**src/rtl/q_learning_pkg.sv**
```systemverilog
// Shared Q-learning definitions: default widths/constants and the buffered
// sample record {addr, q_sa, reward}.
package q_learning_pkg;

  localparam int          DATA_WIDTH_DEF  = 32;
  localparam int          FRAC_BITS_DEF   = 16;
  localparam int          ADDR_WIDTH_DEF  = 8;
  localparam int unsigned GAMMA_DEF       = 58982;  // 0.9 in Q16.16
  localparam int          ALPHA_SHIFT_DEF = 3;

  typedef struct packed {
    logic [ADDR_WIDTH_DEF-1:0] addr;
    logic [DATA_WIDTH_DEF-1:0] q_sa;
    logic [DATA_WIDTH_DEF-1:0] reward;
  } sample_t;

endpackage

```
**src/rtl/q_update_fifo.sv**
```systemverilog
// Synchronous FIFO with full/empty flags; the head word is readable
// combinationally so it can pair with the max value in the pop cycle.
module q_update_fifo #(
  parameter int WIDTH = 8,
  parameter int DEPTH = 4
) (
  input  logic             clk,
  input  logic             rst_n,
  input  logic             push,
  input  logic             pop,
  input  logic [WIDTH-1:0] wdata,
  output logic [WIDTH-1:0] rdata,
  output logic             full,
  output logic             empty
);

  localparam int PW = $clog2(DEPTH);
  localparam logic [PW:0] FULL_CNT = (PW+1)'(DEPTH);

  logic [WIDTH-1:0] mem [DEPTH];
  logic [PW-1:0]    wr_ptr_reg;
  logic [PW-1:0]    rd_ptr_reg;
  logic [PW:0]      count_reg;
  logic             do_push;
  logic             do_pop;

  assign full    = (count_reg == FULL_CNT);
  assign empty   = (count_reg == '0);
  assign do_push = push && !full;
  assign do_pop  = pop && !empty;
  assign rdata   = mem[rd_ptr_reg];

  always_ff @(posedge clk) begin
    if (do_push) mem[wr_ptr_reg] <= wdata;
  end

  // Pointers wrap naturally because DEPTH is a power of two.
  always_ff @(posedge clk or negedge rst_n) begin
    if (!rst_n) begin
      wr_ptr_reg <= '0;
      rd_ptr_reg <= '0;
      count_reg  <= '0;
    end else begin
      if (do_push) wr_ptr_reg <= wr_ptr_reg + 1'b1;
      if (do_pop)  rd_ptr_reg <= rd_ptr_reg + 1'b1;
      case ({do_push, do_pop})
        2'b10:   count_reg <= count_reg + 1'b1;
        2'b01:   count_reg <= count_reg - 1'b1;
        default: count_reg <= count_reg;
      endcase
    end
  end

endmodule

```
**src/rtl/q_update.sv**
```systemverilog
// Q-learning TD update: buffers samples, pairs them with max Q(s',.) and runs
// a 3-stage pipeline to the Q-table write-back. Define Q_UPDATE_SAT_EN to clamp.
module q_update
  import q_learning_pkg::*;
#(
  parameter int          DATA_WIDTH  = DATA_WIDTH_DEF,
  parameter int          FRAC_BITS   = FRAC_BITS_DEF,
  parameter int          ADDR_WIDTH  = ADDR_WIDTH_DEF,
  parameter int unsigned GAMMA       = GAMMA_DEF,
  parameter int          ALPHA_SHIFT = ALPHA_SHIFT_DEF,
  parameter int          FIFO_DEPTH  = 4
) (
  input  logic                  clk,
  input  logic                  rst_n,
  input  logic                  i_valid,
  input  logic [ADDR_WIDTH-1:0] i_addr,
  input  logic [DATA_WIDTH-1:0] i_q_sa,
  input  logic [DATA_WIDTH-1:0] i_reward,
  output logic                  o_ready,
  input  logic                  i_max_valid,
  input  logic [DATA_WIDTH-1:0] i_max_data,
  output logic                  o_wr_en,
  output logic [ADDR_WIDTH-1:0] o_wr_addr,
  output logic [DATA_WIDTH-1:0] o_wr_data,
  output logic                  o_err
);

  localparam int TW = DATA_WIDTH + 2;
  localparam int PW = 2 * DATA_WIDTH;
  localparam int SW = ADDR_WIDTH + 2 * DATA_WIDTH;
  localparam logic signed [PW-1:0] GAMMA_W = PW'(GAMMA);

  logic          fifo_full, fifo_empty, push, pop;
  logic [SW-1:0] head;

  assign o_ready = !fifo_full;
  assign push    = i_valid && o_ready;
  assign pop     = i_max_valid && !fifo_empty;

  q_update_fifo #(.WIDTH(SW), .DEPTH(FIFO_DEPTH)) u_fifo (
    .clk   (clk),
    .rst_n (rst_n),
    .push  (push),
    .pop   (pop),
    .wdata ({i_addr, i_q_sa, i_reward}),
    .rdata (head),
    .full  (fifo_full),
    .empty (fifo_empty)
  );

  // Stage 1: discounted max, carried with the paired sample
  logic                  s1_valid_reg;
  logic [ADDR_WIDTH-1:0] s1_addr_reg;
  logic [DATA_WIDTH-1:0] s1_q_sa_reg, s1_reward_reg;
  logic signed [PW-1:0]  s1_prod_reg, max_ext, prod_c;

  assign max_ext = {{DATA_WIDTH{i_max_data[DATA_WIDTH-1]}}, i_max_data};
  assign prod_c  = max_ext * GAMMA_W;

  // Stage 2: TD error, two guard bits so the sum never overflows
  logic                  s2_valid_reg;
  logic [ADDR_WIDTH-1:0] s2_addr_reg;
  logic [DATA_WIDTH-1:0] s2_q_sa_reg;
  logic signed [TW-1:0]  s2_td_reg;
  logic signed [PW-1:0]  prod_shift;
  logic [TW-1:0]         td_c;
  logic                  unused_prod_hi;

  assign prod_shift     = s1_prod_reg >>> FRAC_BITS;
  assign unused_prod_hi = ^prod_shift[PW-1:TW];
  assign td_c = {{2{s1_reward_reg[DATA_WIDTH-1]}}, s1_reward_reg} + prod_shift[TW-1:0]
              - {{2{s1_q_sa_reg[DATA_WIDTH-1]}}, s1_q_sa_reg};

  // Stage 3: scaled update and narrowing back to DATA_WIDTH
  logic signed [TW-1:0]  td_shift;
  logic [TW-1:0]         q_wide;
  logic [DATA_WIDTH-1:0] q_narrow;

  assign td_shift = s2_td_reg >>> ALPHA_SHIFT;
  assign q_wide   = {{2{s2_q_sa_reg[DATA_WIDTH-1]}}, s2_q_sa_reg} + td_shift;

`ifdef Q_UPDATE_SAT_EN
  logic [2:0] q_top;
  assign q_top = q_wide[TW-1:DATA_WIDTH-1];
  always_comb begin
    q_narrow = q_wide[DATA_WIDTH-1:0];
    if (!((&q_top) || !(|q_top)))
      q_narrow = q_wide[TW-1] ? {1'b1, {(DATA_WIDTH-1){1'b0}}}
                              : {1'b0, {(DATA_WIDTH-1){1'b1}}};
  end
`else
  logic unused_q_hi;
  assign unused_q_hi = ^q_wide[TW-1:DATA_WIDTH];
  assign q_narrow    = q_wide[DATA_WIDTH-1:0];
`endif

  always_ff @(posedge clk or negedge rst_n) begin
    if (!rst_n) begin
      s1_valid_reg  <= 1'b0;
      s1_addr_reg   <= '0;
      s1_q_sa_reg   <= '0;
      s1_reward_reg <= '0;
      s1_prod_reg   <= '0;
      s2_valid_reg  <= 1'b0;
      s2_addr_reg   <= '0;
      s2_q_sa_reg   <= '0;
      s2_td_reg     <= '0;
      o_wr_en       <= 1'b0;
      o_wr_addr     <= '0;
      o_wr_data     <= '0;
      o_err         <= 1'b0;
    end else begin
      s1_valid_reg <= pop;
      if (pop) begin
        s1_addr_reg   <= head[SW-1 -: ADDR_WIDTH];
        s1_q_sa_reg   <= head[2*DATA_WIDTH-1 -: DATA_WIDTH];
        s1_reward_reg <= head[DATA_WIDTH-1:0];
        s1_prod_reg   <= prod_c;
      end
      s2_valid_reg <= s1_valid_reg;
      if (s1_valid_reg) begin
        s2_addr_reg <= s1_addr_reg;
        s2_q_sa_reg <= s1_q_sa_reg;
        s2_td_reg   <= td_c;
      end
      o_wr_en <= s2_valid_reg;
      if (s2_valid_reg) begin
        o_wr_addr <= s2_addr_reg;
        o_wr_data <= q_narrow;
      end
      // Sticky: overflow drop or a max value with nothing to pair it with
      if ((i_valid && !o_ready) || (i_max_valid && fifo_empty)) o_err <= 1'b1;
    end
  end

endmodule

```
**config.mk**
```make
export PLATFORM = sky130hd
export DESIGN_NAME = q_update
export DESIGN_NICKNAME = d
export VERILOG_FILES = /design/src/rtl/q_learning_pkg.sv /design/src/rtl/q_update_fifo.sv /design/src/rtl/q_update.sv
export SDC_FILE = /design/constraint.sdc
export NUM_CORES = 1
export LEC_CHECK = 0
export BUFFER_PORTS_ARGS = -buffer_cell sky130_fd_sc_hd__buf_2
export CAP_MARGIN = 10
export CORE_MARGIN = 1
export CORE_UTILIZATION = 30
export CTS_CLUSTER_DIAMETER = 50
export CTS_CLUSTER_SIZE = 24
export DETAILED_ROUTE_END_ITERATION = 7
export PLACE_DENSITY = 0.45
export SYNTH_ARGS = -nofsm -noshare
export SYNTH_HDL_FRONTEND = slang
export SYNTH_SLANG_ARGS = --single-unit
```
**constraint.sdc**
```tcl
create_clock -name clk -period 5.95 [get_ports clk]
set_input_delay 0.595 -clock clk [delete_from_list [all_inputs] [get_ports clk]]
set_output_delay 0.595 -clock clk [all_outputs]
set_load 0.02 [all_outputs]
```
After elaboration in Yosys (flattened, before gate mapping)
Memories as Yosys holds them, arrays and structs flattened. A register that Yosys moved wholly into a read port is not among the register bits.
Cells that the tools add are included.
{"block": "op_classes", "add_sub_neg": 7, "n_mul": 1, "n_eq_ne": 3, "muxes": 3, "reduce_logical": 12}
{"op": "$mul 32x16->48 const B", "count": 1}
{"op": "$add 32x33->34", "count": 1}
{"op": "$sub 34x34->34", "count": 1}
{"op": "$add 32x31->32", "count": 1}
{"op": "$logic_and 1x1->1", "count": 6}
{"op": "$pmux 3 s2", "count": 1}
{"op": "$add 2x1->2 const B", "count": 2}
{"op": "$add 3x1->3 const B", "count": 1}
{"op": "$eq 3x3->1 const B", "count": 1}
{"op": "$logic_not 1->1", "count": 3}
{"op": "$logic_not 3->1", "count": 1}
{"op": "$sub 3x1->3 const B", "count": 1}
{"op": "$eq 2x1->1 const B", "count": 1}
{"op": "$eq 2x2->1 const B", "count": 1}
{"op": "$mux 1", "count": 2}
{"op": "$reduce_bool 2->1", "count": 1}
{"op": "$logic_or 1x1->1", "count": 1}
{"block": "word_totals", "ff_bits": 173, "ram_bits": 288, "in_bits": 108, "out_inout_bits": 43, "elab_cells": 40, "memories": 1}
{"memory": "u_fifo.mem", "words": 4, "word_bits": 72, "rd": 1, "rd_ports_with_merged_regs": 1, "write_ports": 1, "line": "q_update_fifo.sv:20", "text": "logic [WIDTH-1:0] mem [DEPTH];"}

Logic depth before layout (Yosys ltp)
Gate-level depths: netlist of the first run.
{"block": "depth", "word_depth": 6, "ltp_mapped": 23, "depth_no_buf": 21}

Hierarchy
Synthesis of the first run repeated with hierarchy kept, for this count alone.
{"block": "unflattened", "cells_unflattened": 2702, "hier_area_um2": 32585.0}
{"module": "q_update", "n_inst": 1, "cells_each": 2288, "area_per_inst_um2": 21768.4, "seq_area_each_um2": 5505.3}
{"module": "q_update_fifo", "n_inst": 1, "cells_each": 414, "area_per_inst_um2": 10816.6, "seq_area_each_um2": 8823.5}

Least setup slack after synthesis of the first run
Ideal clock, no wire load.
{"block": "synth_path", "path_kind": "input -> register", "from": "in i_max_data[31]", "to": "reg s1_prod_reg[45]", "setup_time_ns": 0.069, "arrival_time_ns": 5.872, "t_required_ns": 5.881, "slack_ns": 0.009, "cell_stages": 22, "n_path_buf": 3, "cell_sequence": "clkbuf_1 -> inv_1 -> fa_1 -> clkbuf_1 -> inv_1 -> fa_1 -> fa_1 -> inv_1 -> fa_1 -> inv_1 -> fa_1 -> ha_1 -> clkbuf_1 -> a21o_1 -> a21o_1 -> a21oi_1 -> o21a_1 -> o21ai_0 -> a21oi_1 -> o21ai_1 -> or4_1 -> nand3_1"}
{"block": "synth_via", "elab_chain_len": 1}
{"element": "from (decl)", "line": "q_update.sv:21", "text": "input logic [DATA_WIDTH-1:0] i_max_data,"}
{"element": "$mul 32x16->48", "line": "q_update.sv:58", "text": "assign prod_c = max_ext * GAMMA_W;"}
{"element": "to (signal assigned)", "line": "q_update.sv:118", "text": "s1_prod_reg <= prod_c;"}
{"element": "to (decl)", "line": "q_update.sv:55", "text": "logic signed [PW-1:0] s1_prod_reg, max_ext, prod_c;"}
Every way passes these cells.
A chain may end at the register's enable or synchronous reset.

Final worst setup path of the first run
{"block": "layout_path", "from": "in i_max_data[14]", "to": "reg s1_prod_reg[41]"}
Same word-level chain as after synthesis.

==> results.md, run 1 <==
- For the pin with the worst max-slew slack, the measured transition is a little over 1 ns.
- Counting along the longest clock path gives a buffer depth of 3.
- In this run the remaining antenna-violating nets after routing total 0.
- After the first detailed-routing iteration, the DRC count stood at ~900.
- Detailed placement ended at an HPWL of 61,700 microns.
- The maximum level of the CTS H-tree is 2.
- The leading area contributor after synthesis is edfxtp_1.
- The worst min-delay path class is in2async.
- The count of buffer and inverter cells on the critical path is 4.
- In the routed design, unresolved DRC markers number 0.
- The sequential element share of the synthesized area is 44.22%.
- The via count of the first global-routing pass is 21,567.
- When the netlist entered floorplanning its net count stood at 3,293.
- In this run, synthesis inferred 288 flip-flops with an integrated enable.
- The clock transition at the register clock pins on the worst setup and hold paths after CTS is ~0.07 ns.
- For this run, the top clock speed supported by timing is around 180 MHz.
- The register with the most flip-flops in the layout has between 200 and 300 of them.
- The count of input and output buffers is 150.
- The critical path depth is 20.
- The data required time at the worst endpoint is between 6 and 7 ns.
- Measured against its own limit, the worst slew margin works out to a little over 30%.
- The all-layer global routing usage is 14.95%.
- The placeable core region is 107,100 sq um.
- Walking the worst path, the cells encountered are buf_2, buf_4, ha_1, fa_1, inv_1, fa_1, fa_1, fa_1, fa_1, inv_1, ha_1, and4_1, and3_1, nand4_1, o211a_1, a211o_1, a211oi_2, o31ai_1, a21boi_0, o31ai_1.
- The count of boundary I/O pins is roughly 150.
- The run finished with clean final reports.
- The number of buffers added by the clock tree synthesis step is 55.
- After synthesis, the netlist uses 69 different library cells.
- The number of max-slew violations in the final report is 0.
- For the worst-skew pair, the clock arrives at the later sink with an insertion delay of slightly above 0.6 ns.
- The chip height is ~330 microns.
- The worst path setup slack after routing is around 0.26 ns.
- Each instance of the synthesized netlist takes up on average about 12 sq um.
- The critical path's slowest cell is fa_1.
- The setup violation total in the final timing report is 0.
- The worst-case reg-to-reg path depth is 12.
- In this design, the stage delay of the slowest critical-path cell is about 0.6 ns.
- The final-stage net count is 3,577.
- The data arrival time of the worst path is between 6 and 7 ns.
- The clock drives between 500 and 600 sinks.
- The cell count after synthesis came out at 2,700.
- Routability-driven placement finished with a final weighted congestion of a little over 0.8.
- The max capacitance violation total is 0.
- Relative to the synthesized area, the layout overhead comes to 16.41%.
- The fraction of layout cells with a size suffix above 1 is between 15 and 20%.
- The proportion of register bits with asynchronous set or reset after synthesis is between 40 and 50%.
- The number of antenna violations at the first check in global routing is 24.
- Summing over every cut layer, the via total after detailed routing is 20,325.
- The total routed wirelength is approximately 80,000 microns.
- The critical path's top delay family is adder cells.
- Entering global routing, the biggest net connects roughly 110 pins.
- Among the stages of the critical path, the cell type that occurs most often is fa_1.
- The worst-case clock skew is slightly below 0.04 ns.
- TritonCTS built the clock tree.
- The full die area is 109,300 sq um.
- The die boundary width is approximately 330 microns.
- The post-synthesis sequential element count is slightly above 500.
- On the final layout, the worst hold slack is about 0.0022 ns.
- The post-route clock period utilization is around 96%.
- After floorplanning, the core was divided into between 100 and 150 placement rows.
- Among all flip-flop cells after synthesis, the most frequent one is edfxtp_1.
- The netlist area before placement is between 30,000 and 40,000 sq um.
- STA classifies the critical path endpoint as a flip-flop.
- Once the floorplan was initialized, standard cells occupied slightly above 30% of the core.
- For this run, the detailed router's first-pass iteration total came to 5.
- The sort of element at the start of the critical path is an input port.
- Cells fill 35.24% of the core in the end.
- The worst setup slack after placement is -0.2778 ns.
- For this run the aggregate overflow at the end of global routing stands at 0.
- The maximum fanout along the worst path is 3.
- The total number of yosys warnings is 0.
- The library cells used most frequently in the layout, excluding fill and tap cells, are 545 x inv_1, 288 x edfxtp_1, 252 x nand2_1.
- The most common cell after layout, fill and taps aside is inv_1.
- Dividing the detail-routed via count by the number of cells gives approximately 4.6.
- The shortest clock period the worst path allows after layout is about 5.7 ns.
- The first global-routing pass estimated 125,200 microns of wire.
- The category of the most critical setup path is in2reg.
- Dividing the detail-routed wire length by the instance count gives 18.11 microns.
- The CTS root buffer is clkbuf_16.
- After synthesis, the largest area contributor takes up between 20% and 30% of total cell area.
- Setup repair after global routing left no endpoint under its margin.
- Yosys attributes the largest share of cell area to edfxtp_1 27%, dfrtp_1 18%, fa_1 15%.
- The count of final hold-check violations is 0.
## final timing paths
kind,startpoint,to,slack [ns]
max in group asynchronous,rst_n,s2_valid_reg,4.37
worst max-delay path,i_max_data[14],s1_prod_reg[41],0.26
min in group clk,i_reward[10],u_fifo.mem[2][10],0.18
worst min-delay path,rst_n,s2_addr_reg[0],0.002
worst min register to register,o_err,o_err,0.48
worst max register to register,s1_q_sa_reg[13],s2_td_reg[33],1.96
## logic make-up (layout without fill, tap and decap cells)
logic type      Yosys count  in the layout  share of synthesized area, %
compound gates          388            388                         7.468
other cells               0              3                             0
buf+inv                 617            948                         7.155
simple gates            420            420                         5.676
flops                   515            515                         44.22
xor+xnor                107            107                         2.892
fa+ha+maj               485            485                         24.26
mux                     168            168                         8.325
## what timing repair did
item | CTS | global route
setup endpoints to repair | 0 | 1
buffers inserted | 0 | 0
hold buffers | 0 | 0
resized for setup | 0 | 1
## per-stage QoR
| step | cell area [sq um] | instances | setup TNS, ns |
|---|---|---|---|
| after global routing | 37720 | 4436 | 0 |
| after CTS | 37710 | 4434 | 0 |
| after floorplan | 32400 | 2700 | 0 |
| after global placement | 35810 | 4330 | -1.822 |
| after detailed placement | 35810 | 4330 | -2.178 |
| final | 37720 | 4437 | 0 |
## layer usage
layer | vias to the layer above | wire (microns) | track usage [%]
met1 | 10205 | 37000 | 20.56
met2 | 305 | 37890 | 24.38
met5 | - | 234 | 0
met4 | 34 | 1499 | 3.266
met3 | 122 | 3716 | 2.881
li1 | 9659 | - | -
## cells in the mapped netlist, drive strengths merged, types with 4 or more instances
master     n
nand2b     9
o21ai    126
o31ai     14
dfrtp    227
mux2i      4
xnor2     68
nand3     38
nor3      13
nand4     18
a21oi     99
nor2b      5
mux2      92
clkbuf    62
a21boi     6
edfxtp   288
nand2    252
o21a      10
fa       239
a31oi     10
nand3b     4
inv      545
o21bai    12
o2111ai    4
buf        9
and3      11
and2       7
a211o      7
mux4      72
xor2      39
a211oi    13
o211ai    13
a21o      44
ha       246
nor2      48
## cell type report
cell class / count / area, sq um
clock inverter: 46 / 481.7
antenna: 3 / 7.507
fill: 10647 / 69330
tap: 1403 / 1755
multi-input combinational: 1568 / 15800
sequential: 515 / 14340
clock buffer: 58 / 1419
inverter: 546 / 2052
timing repair buffer: 298 / 1872
Power of run 1 is left out: the tool's default activity adds up to more than one toggle a clock period on the data nets, which glitch-free logic cannot reach.
==> run 2, diff against run 1 <==
==> constraint.sdc (replaced) <==
create_clock -name clk -period 7.4 [get_ports clk]
set_input_delay 0.74 -clock clk [delete_from_list [all_inputs] [get_ports clk]]
set_output_delay 0.74 -clock clk [all_outputs]
set_load 0.02 [all_outputs]
==> run 2 against run 1 <==
  * Count of clock-buffer cells in the layout shrank 1
  * Worst hold slack gained 0.18 ns
  * Cell count shrank 3.2%
  * Critical endpoint is now s1_prod_reg[47]
  * Largest cell class unchanged
==> results.md, run 2 (synthesized netlist as in run 1, its figures left out) <==
- The largest net degree at the start of global routing is 121 (was 113).
- The sort of element at the start of the critical path is an input port (unchanged).
- The number of max-slew violations in the final report is 0 (unchanged).
- The effective utilization at floorplan is 30.27% (unchanged).
- Based on the critical path, the design can be clocked at up to approximately 170 MHz.
- The category of the most critical setup path was in2reg (unchanged).
- The critical path's slowest cell is a32oi_1 (was fa_1).
- The maximum level of the CTS H-tree is 2 (unchanged).
- The count of boundary I/O pins is 151 (unchanged).
- Commonest cells after routing, fill and taps aside: 545 x inv_1, 288 x edfxtp_1, 252 x nand2_1 (unchanged).
- The TritonCTS clock tree is done (unchanged).
- The clock transition at the register clock pins on the worst setup and hold paths after CTS is 0.08 ns (was 0.07 ns).
- The maximum fanout along the worst path came to 5 (was 3).
- The end point of the critical path is s1_prod_reg[47] (was s1_prod_reg[41]).
- The pin slew with the least headroom to its limit is 1.066 ns (was 1.039 ns).
- The critical path depth is 21 (was 20).
- The number of buffers inserted by post-CTS setup repair is 0 (unchanged).
- The worst-case reg-to-reg path depth is 12 (unchanged).
- The total routed wirelength is 80,040 microns (was 80,330 microns).
- The launching point of the worst reg2reg path is s1_q_sa_reg[9] (was s1_q_sa_reg[13]).
- CP Cell Sequence: buf_2, ha_1, inv_1, fa_1, inv_1, fa_1, fa_1, fa_1, inv_1, fa_1, inv_1, ha_1, a21o_1, a21o_1, a221oi_1, o2111ai_1, a32oi_1, o31ai_1, a21oi_1, xor2_1, o21ai_0 (was buf_2, buf_4, ha_1, fa_1, inv_1, fa_1, fa_1, fa_1, fa_1, inv_1, ha_1, and4_1, and3_1, nand4_1, o211a_1, a211o_1, a211oi_2, o31ai_1, a21boi_0, o31ai_1).
- The worst setup slack for register-to-register paths is 3.33 ns (was 1.96 ns).
- The final-stage net count is 3,441 (was 3,577).
- The routability-driven placement congestion ratio came to 0.8299 (was 0.8318).
- The routed wire length per instance is 18.63 microns (was 18.11 microns).
- The die boundary width is 330.7 microns (unchanged).
- The clock insertion delay at the later pin of the skew report came to 0.62 ns (about the same).
- The placeable core region is 107,100 sq um (unchanged).
- The via count of the first global-routing pass was 20,734 (was 21,567).
- The critical path's top delay family is adder cells (unchanged).
- The overall overflow remaining after global route is 0 (unchanged).
- The number of gates given a new drive strength after cts is 0 (unchanged).
- The normalized max-slew margin came to 28.90% (was 30.73%).
- The full die area came to 109,300 sq um (unchanged).
- The count of vias placed by the detailed router came to 19,804 (was 20,325).
- The number of DRC violations after detailed routing is 0 (unchanged).
- The area overhead of the layout relative to synthesis is 13.17% (was 16.41%).
- The worst setup slack after placement was 0.7393 ns (was -0.2778 ns).
- The count of buffer and inverter cells on the critical path came to 5 (was 4).
- The final instance area is 36,670 sq um (was 37,720 sq um).
- The cell type with the highest occurrence count on the critical path is fa_1 (unchanged).
- The data arrival time of the worst path is 6.47 ns (was 6.17 ns).
- Result of the run: finished clean (unchanged).
- The launching element of the worst setup path was i_max_data[15] (was i_max_data[14]).
- Setup repair after global routing missed its margin: false (unchanged).
- The count of input and output buffers is 150 (unchanged).
- The worst-case clock skew is 0.04209 ns (was 0.03881 ns).
- The post-detailed-route count of antenna-violating nets was 0 (unchanged).
- The number of buffers added by the clock tree synthesis step is 53 (was 55).
- The CTS root buffer was clkbuf_16 (unchanged).
- The instance area after placement was 34,810 sq um (was 35,810 sq um).
- The worst min-delay path class was in2async (unchanged).
- The capture instance of the worst register-to-register path is s2_td_reg[33] (unchanged).
- The global-route wire length before repair was 123,800 microns (was 125,200 microns).
- The all-layer global routing usage is 14.87% (was 14.95%).
- The number of flip-flops under the largest register name is 288 (unchanged).
- The DRC violation total after the first TritonRoute iteration is 972 (was 903).
- The setup violation total in the final timing report is 0 (unchanged).
- The number of vias per cell after detailed routing was 4.609 (was 4.581).
- The count of final hold-check violations is 0 (unchanged).
- The post-cts hold buffer count came to 0 (unchanged).
- The number of antenna violations at the first check in global routing is 20 (was 24).
- The maximum clock insertion buffer count is 3 (unchanged).
- The post-route clock period utilization is roughly 81%.
- The delay of the slowest critical-path stage is 0.54 ns (was 0.59 ns).
- The most common cell after layout, fill and taps aside is inv_1 (unchanged).
- The site row count is 120 (unchanged).
- The clock sink total is 515 (unchanged).
- The fraction of layout cells with a size suffix above 1 is 15.38% (was 19.23%).
- The worst path setup slack after routing came to 1.406 ns (was 0.2602 ns).
- The clock period could shrink to 5.994 ns.
- The post-detailed-placement half-perimeter wirelength came to 61,520 microns (was 61,700 microns).
- The data required time at the worst endpoint was 7.88 ns (was 6.43 ns).
- The length of the first detailed-routing pass in iterations is 6 (was 5).
- The setup TNS after final layout is 0 ns (unchanged).
- The type of destination of the critical path is a flip-flop (unchanged).
- The max capacitance violation total is 0 (unchanged).
- The chip height is 330.7 microns (unchanged).
-- run 2: cell type report --
class	count	area [sq um]
fillers	10731	70380
multi-input cells	1568	15790
flip-flops and latches	515	14340
inverters	546	2052
well taps	1403	1755
clock buffers	57	1394
repair buffers	164	878.3
clock inverters	43	459.2
diodes	1	2.502
-- run 2: how the worst min path moves through the flow --
stage                        endpoint  slack, ns  cells after the start
floorplan                     o_wr_en       0.39                      0
global placement                o_err       0.44                      1
detailed placement              o_err       0.45                      1
CTS                 s1_reward_reg[24]       0.22                      1
global route        s1_reward_reg[20]       0.25                      1
finish                   o_wr_addr[7]       0.18                      1
-- run 2: routing by layer --
layer / track usage (%) / wire length (microns)
met3: 2.719 / 3126
met5: 0 / 196
met1: 20.41 / 37160
met2: 24.79 / 38630
met4: 2.374 / 930
-- run 2: through the flow --
step	hold slack (ns)	utilization [%]	instances
finish	0.1795	34.25	4297
global route	0.2481	34.25	4296
CTS	0.2201	34.25	4296
detailed placement	0.4518	32.52	4196
global placement	0.4433	32.52	4196
floorplan	0.3888	-	2700
Power of run 2 is left out for the same reason.
==> run 3, diff against run 2 <==
--- a/config.mk
+++ b/config.mk
@@ -5,6 +5,7 @@
 export SDC_FILE = /design/constraint.sdc
 export NUM_CORES = 1
 export LEC_CHECK = 0
+export ABC_AREA = 1
 export BUFFER_PORTS_ARGS = -buffer_cell sky130_fd_sc_hd__buf_2
 export CAP_MARGIN = 10
 export CORE_MARGIN = 1
==> constraint.sdc (replaced) <==
create_clock -name clk -period 5.55 [get_ports clk]
set_input_delay 0.555 -clock clk [delete_from_list [all_inputs] [get_ports clk]]
set_output_delay 0.555 -clock clk [all_outputs]
set_load 0.02 [all_outputs]
==> run 3 against run 2 <==
  * Area after synthesis is 7.6% higher
  * Critical endpoint is now s1_prod_reg[40]
  * Worst hold slack worse by 0.065 ns
  * Sequential share of layout area is 3.3 points lower
  * Cell count is 32% higher
  * Sequential cell count stayed put
  * Count of clock-buffer cells in the layout is 6 higher
==> results.md, run 3 <==
- Result of the run: finished clean (unchanged).
- The worst setup slack for register-to-register paths came to 2.64 ns (was 3.33 ns).
- The maximum clock insertion buffer count came to 3 (unchanged).
- The area overhead of the layout relative to synthesis is 14.88% (was 13.17%).
- The sort of element at the start of the critical path is an input port (unchanged).
- The normalized max-slew margin came to 37.15% (was 28.90%).
- The global-route wire length before repair is 158,000 microns (was 123,800 microns).
- The main combinational cell family by area after synthesis was adder cells (unchanged).
- Commonest cells after routing, fill and taps aside: 770 x nand2_1, 753 x inv_1, 367 x o21ai_0 (was 545 x inv_1, 288 x edfxtp_1, 252 x nand2_1).
- The category of the most critical setup path is in2reg (unchanged).
- The post-synthesis cell count is 3,894 (was 2,700).
- The worst-case reg-to-reg path depth came to 6 (was 12).
- The count of input and output buffers is 150 (unchanged).
- The clock sink total is 515 (unchanged).
- The worst min-delay path class is in2reg (was in2async).
- The post-synthesis sequential element count came to 515 (unchanged).
- The DRC violation total after the first TritonRoute iteration was 1,616 (was 972).
- The type of destination of the critical path is a flip-flop (unchanged).
- The data required time at the worst endpoint came to 6.08 ns (was 7.88 ns).
- The number of buffers inserted by post-CTS setup repair is 0 (unchanged).
- The worst-case clock skew is 0.05206 ns (was 0.04209 ns).
- The number of unique standard cell types used by synthesis is 45 (was 69).
- The clock transition at the register clock pins on the worst setup and hold paths after CTS is 0.07 ns (was 0.08 ns).
- The capture instance of the worst register-to-register path is s1_q_sa_reg[3] (was s2_td_reg[33]).
- The setup violation total in the final timing report is 0 (unchanged).
- The maximum fanout along the worst path is 4 (was 5).
- The share of the synthesized netlist area taken by xor and xnor gates is 1.328% (was 2.892%).
- The count of vias placed by the detailed router is 25,850 (was 19,804).
- The die boundary width is 342.9 microns (was 330.7 microns).
- The site row count is 124 (was 120).
- The TritonCTS clock tree is done (unchanged).
- The delay of the slowest critical-path stage is 0.52 ns (was 0.54 ns).
- The maximum level of the CTS H-tree is 2 (unchanged).
- The final standard cell count with taps included and fillers excluded is 5,671 (was 4,297).
- The proportion of register bits with asynchronous set or reset after synthesis is 44.08% (unchanged).
- The number of synthesized flops with an enable pin came to 288 (unchanged).
- The routed wire length per instance came to 17.99 microns (was 18.63 microns).
- The data arrival time of the worst path is 5.80 ns (was 6.47 ns).
- The most instantiated flip-flop cell in the synthesis netlist was edfxtp_1 (unchanged).
- The netlist area before placement is 34,870 sq um (was 32,400 sq um).
- The most frequently used cell type in the post-synthesis netlist is nand2_1 (was inv_1).
- The fraction of layout cells with a size suffix above 1 is 9.382% (was 15.38%).
- The effective utilization at floorplan was 30.37% (was 30.27%).
- The count of buffer and inverter cells on the critical path is 6 (was 5).
- The fraction of synthesized cell area taken by the top area cell type is 24.80% (was 26.69%).
- The final instance area came to 40,060 sq um (was 36,670 sq um).
- The instance area after placement is 37,980 sq um (was 34,810 sq um).
- The pin slew with the least headroom to its limit is 0.9405 ns (was 1.066 ns).
- The launching point of the worst reg2reg path is u_fifo.rd_ptr_reg[0] (was s1_q_sa_reg[9]).
- The placeable core region is 114,800 sq um (was 107,100 sq um).
- The number of DRC violations after detailed routing came to 0 (unchanged).
- The synthesized-area fraction occupied by ao, oa, aoi and oai cells was 9.861% (was 7.468%).
- The net count after synthesis is 4,487 (was 3,293).
- The number of buffers added by the clock tree synthesis step came to 58 (was 53).
- The most common cell after layout, fill and taps aside was nand2_1 (was inv_1).
- The CTS root buffer is clkbuf_16 (unchanged).
- The leading area contributor after synthesis is edfxtp_1 (unchanged).
- The number of gates given a new drive strength after cts is 0 (unchanged).
- Based on the critical path, the design can be clocked at up to between 150 and 200 MHz.
- The post-route clock period utilization is a little over nine tenths.
- The critical path's slowest cell is fa_1 (was a32oi_1).
- The max capacitance violation total is 0 (unchanged).
- The number of max-slew violations in the final report is 0 (unchanged).
- The end point of the critical path is s1_prod_reg[40] (was s1_prod_reg[47]).
- The count of boundary I/O pins is 151 (unchanged).
- Most used standard cells in the synthesized netlist: 770 x nand2_1, 754 x inv_1, 367 x o21ai_0 (was 545 x inv_1, 288 x edfxtp_1, 252 x nand2_1).
- The critical path depth is 22 (was 21).
- The proportion of synthesized area in mux cells was 0.03230% (was 8.325%).
- The number of antenna violations at the first check in global routing is 18 (was 20).
- The final-stage net count is 4,702 (was 3,441).
- The total number of yosys warnings is 0 (unchanged).
- The launching element of the worst setup path was i_max_data[9] (was i_max_data[15]).
- The chip height is 342.9 microns (was 330.7 microns).
- The critical path's top delay family is adder cells (unchanged).
- The all-layer global routing usage is 17.59% (was 14.87%).
- CP Cell Sequence: buf_2, ha_1, inv_1, fa_1, fa_1, inv_1, fa_1, fa_1, inv_1, fa_1, inv_1, ha_1, nand2_1, nor2_1, buf_4, nand2_1, nor3_1, nand4_1, nand3_1, nand2_1, nand3_1, nand2_1 (was buf_2, ha_1, inv_1, fa_1, inv_1, fa_1, fa_1, fa_1, inv_1, fa_1, inv_1, ha_1, a21o_1, a21o_1, a221oi_1, o2111ai_1, a32oi_1, o31ai_1, a21oi_1, xor2_1, o21ai_0).
- The post-detailed-route count of antenna-violating nets is 0 (unchanged).
- The largest net degree at the start of global routing was 109 (was 121).
- The shortest clock period the worst path allows after layout is roughly 5.3 ns.
- The cell type with the highest occurrence count on the critical path is fa_1 (unchanged).
- The clock insertion delay at the later pin of the skew report is 0.65 ns (was 0.62 ns).
- The full die area is 117,600 sq um (was 109,300 sq um).
- The via count of the first global-routing pass is 26,076 (was 20,734).
- The synthesized-area fraction occupied by and/or/nand/nor cells is 15.87% (was 5.676%).
- The total routed wirelength is 102,000 microns (was 80,040 microns).
- The routability-driven placement congestion ratio is 0.9161 (was 0.8299).
- The post-detailed-placement half-perimeter wirelength is 80,250 microns (was 61,520 microns).
- The length of the first detailed-routing pass in iterations is 6 (unchanged).
- The sequential element share of the synthesized area is 41.09% (was 44.22%).
- The overall overflow remaining after global route came to 0 (unchanged).
- The average size of a mapped cell came to 8.954 sq um (was 12.00 sq um).
- The count of final hold-check violations is 0 (unchanged).
- The cell count after placement came to 5,560 (was 4,196).
- The number of vias per cell after detailed routing is 4.558 (was 4.609).
- Cells taking the most area after synthesis: edfxtp_1 25%, dfrtp_1 16%, fa_1 14% (was edfxtp_1 27%, dfrtp_1 18%, fa_1 15%).
- Setup repair after global routing missed its margin: false (unchanged).
- The fraction of the mapped netlist area in adder cells was 22.55% (was 24.26%).
- The number of flip-flops under the largest register name is 288 (unchanged).
[run 3: cell count changes after synthesis, moves of 66 or more]
cell,delta
inv_1,+209
mux2_2,-91
mux4_2,-72
nand2_1,+518
nand3_1,+95
nor2_1,+278
o21ai_0,+247
o22ai_1,+66
[run 3: final cells by class]
class	instances	area, sq um
antenna	2	5.005
multi-input combinational	2527	17340
fill	11984	74750
clock buffer	63	1470
tap	1512	1892
sequential	515	14330
timing repair buffer	248	1562
inverter	759	2859
clock inverter	45	596.8
[run 3: worst min-delay path by stage]
| stage | depth (start not counted) | start | slack (ns) | end |
|---|---|---|---|---|
| 2_1_floorplan | 0 | rst_n | 0.26 | o_err |
| 3_3_place_gp | 2 | o_wr_addr[5] | 0.45 | o_wr_addr[5] |
| 3_5_place_dp | 2 | o_wr_addr[6] | 0.46 | o_wr_addr[6] |
| 4_1_cts | 1 | i_q_sa[14] | 0.07 | u_fifo.mem[2][46] |
| 5_1_grt | 1 | i_reward[19] | 0.09 | u_fifo.mem[0][19] |
| 6_report | 1 | i_q_sa[18] | 0.11 | u_fifo.mem[0][50] |
[run 3: repair_timing]
action                     CTS  global route
hold endpoints to repair    76             0
setup endpoints to repair    0             0
hold buffers                 1             0
[run 3: cell families after synthesis]
logic type	after synthesis
compound gates	642
xor+xnor	52
fa+ha+maj	485
buf+inv	852
flops	515
mux	1
simple gates	1347
[run 3: per-layer routing]
metal	up-vias	GRT usage [%]	routed length (microns)
met2	434	28.08	46320
met3	106	2.405	4410
met1	12322	25.48	49600
met5	-	0	137
met4	22	3.296	1565
li1	12966	-	-
[run 3: stage by stage]
| step | worst slack, ns | util (%) | hold slack, ns | setup TNS, ns |
|---|---|---|---|---|
| 6_report | 0.2786 | 34.89 | 0.1142 | 0 |
| 5_1_grt | 0.009194 | 34.89 | 0.08776 | 0 |
| 4_1_cts | 0.3873 | 34.89 | 0.06888 | 0 |
| 3_5_place_dp | -0.2767 | 33.08 | 0.4593 | -0.2767 |
| 3_3_place_gp | -0.3525 | 33.08 | 0.4524 | -0.3644 |
| 2_1_floorplan | 0.5888 | - | 0.2594 | 0 |
Power of run 3 is left out for the same reason.
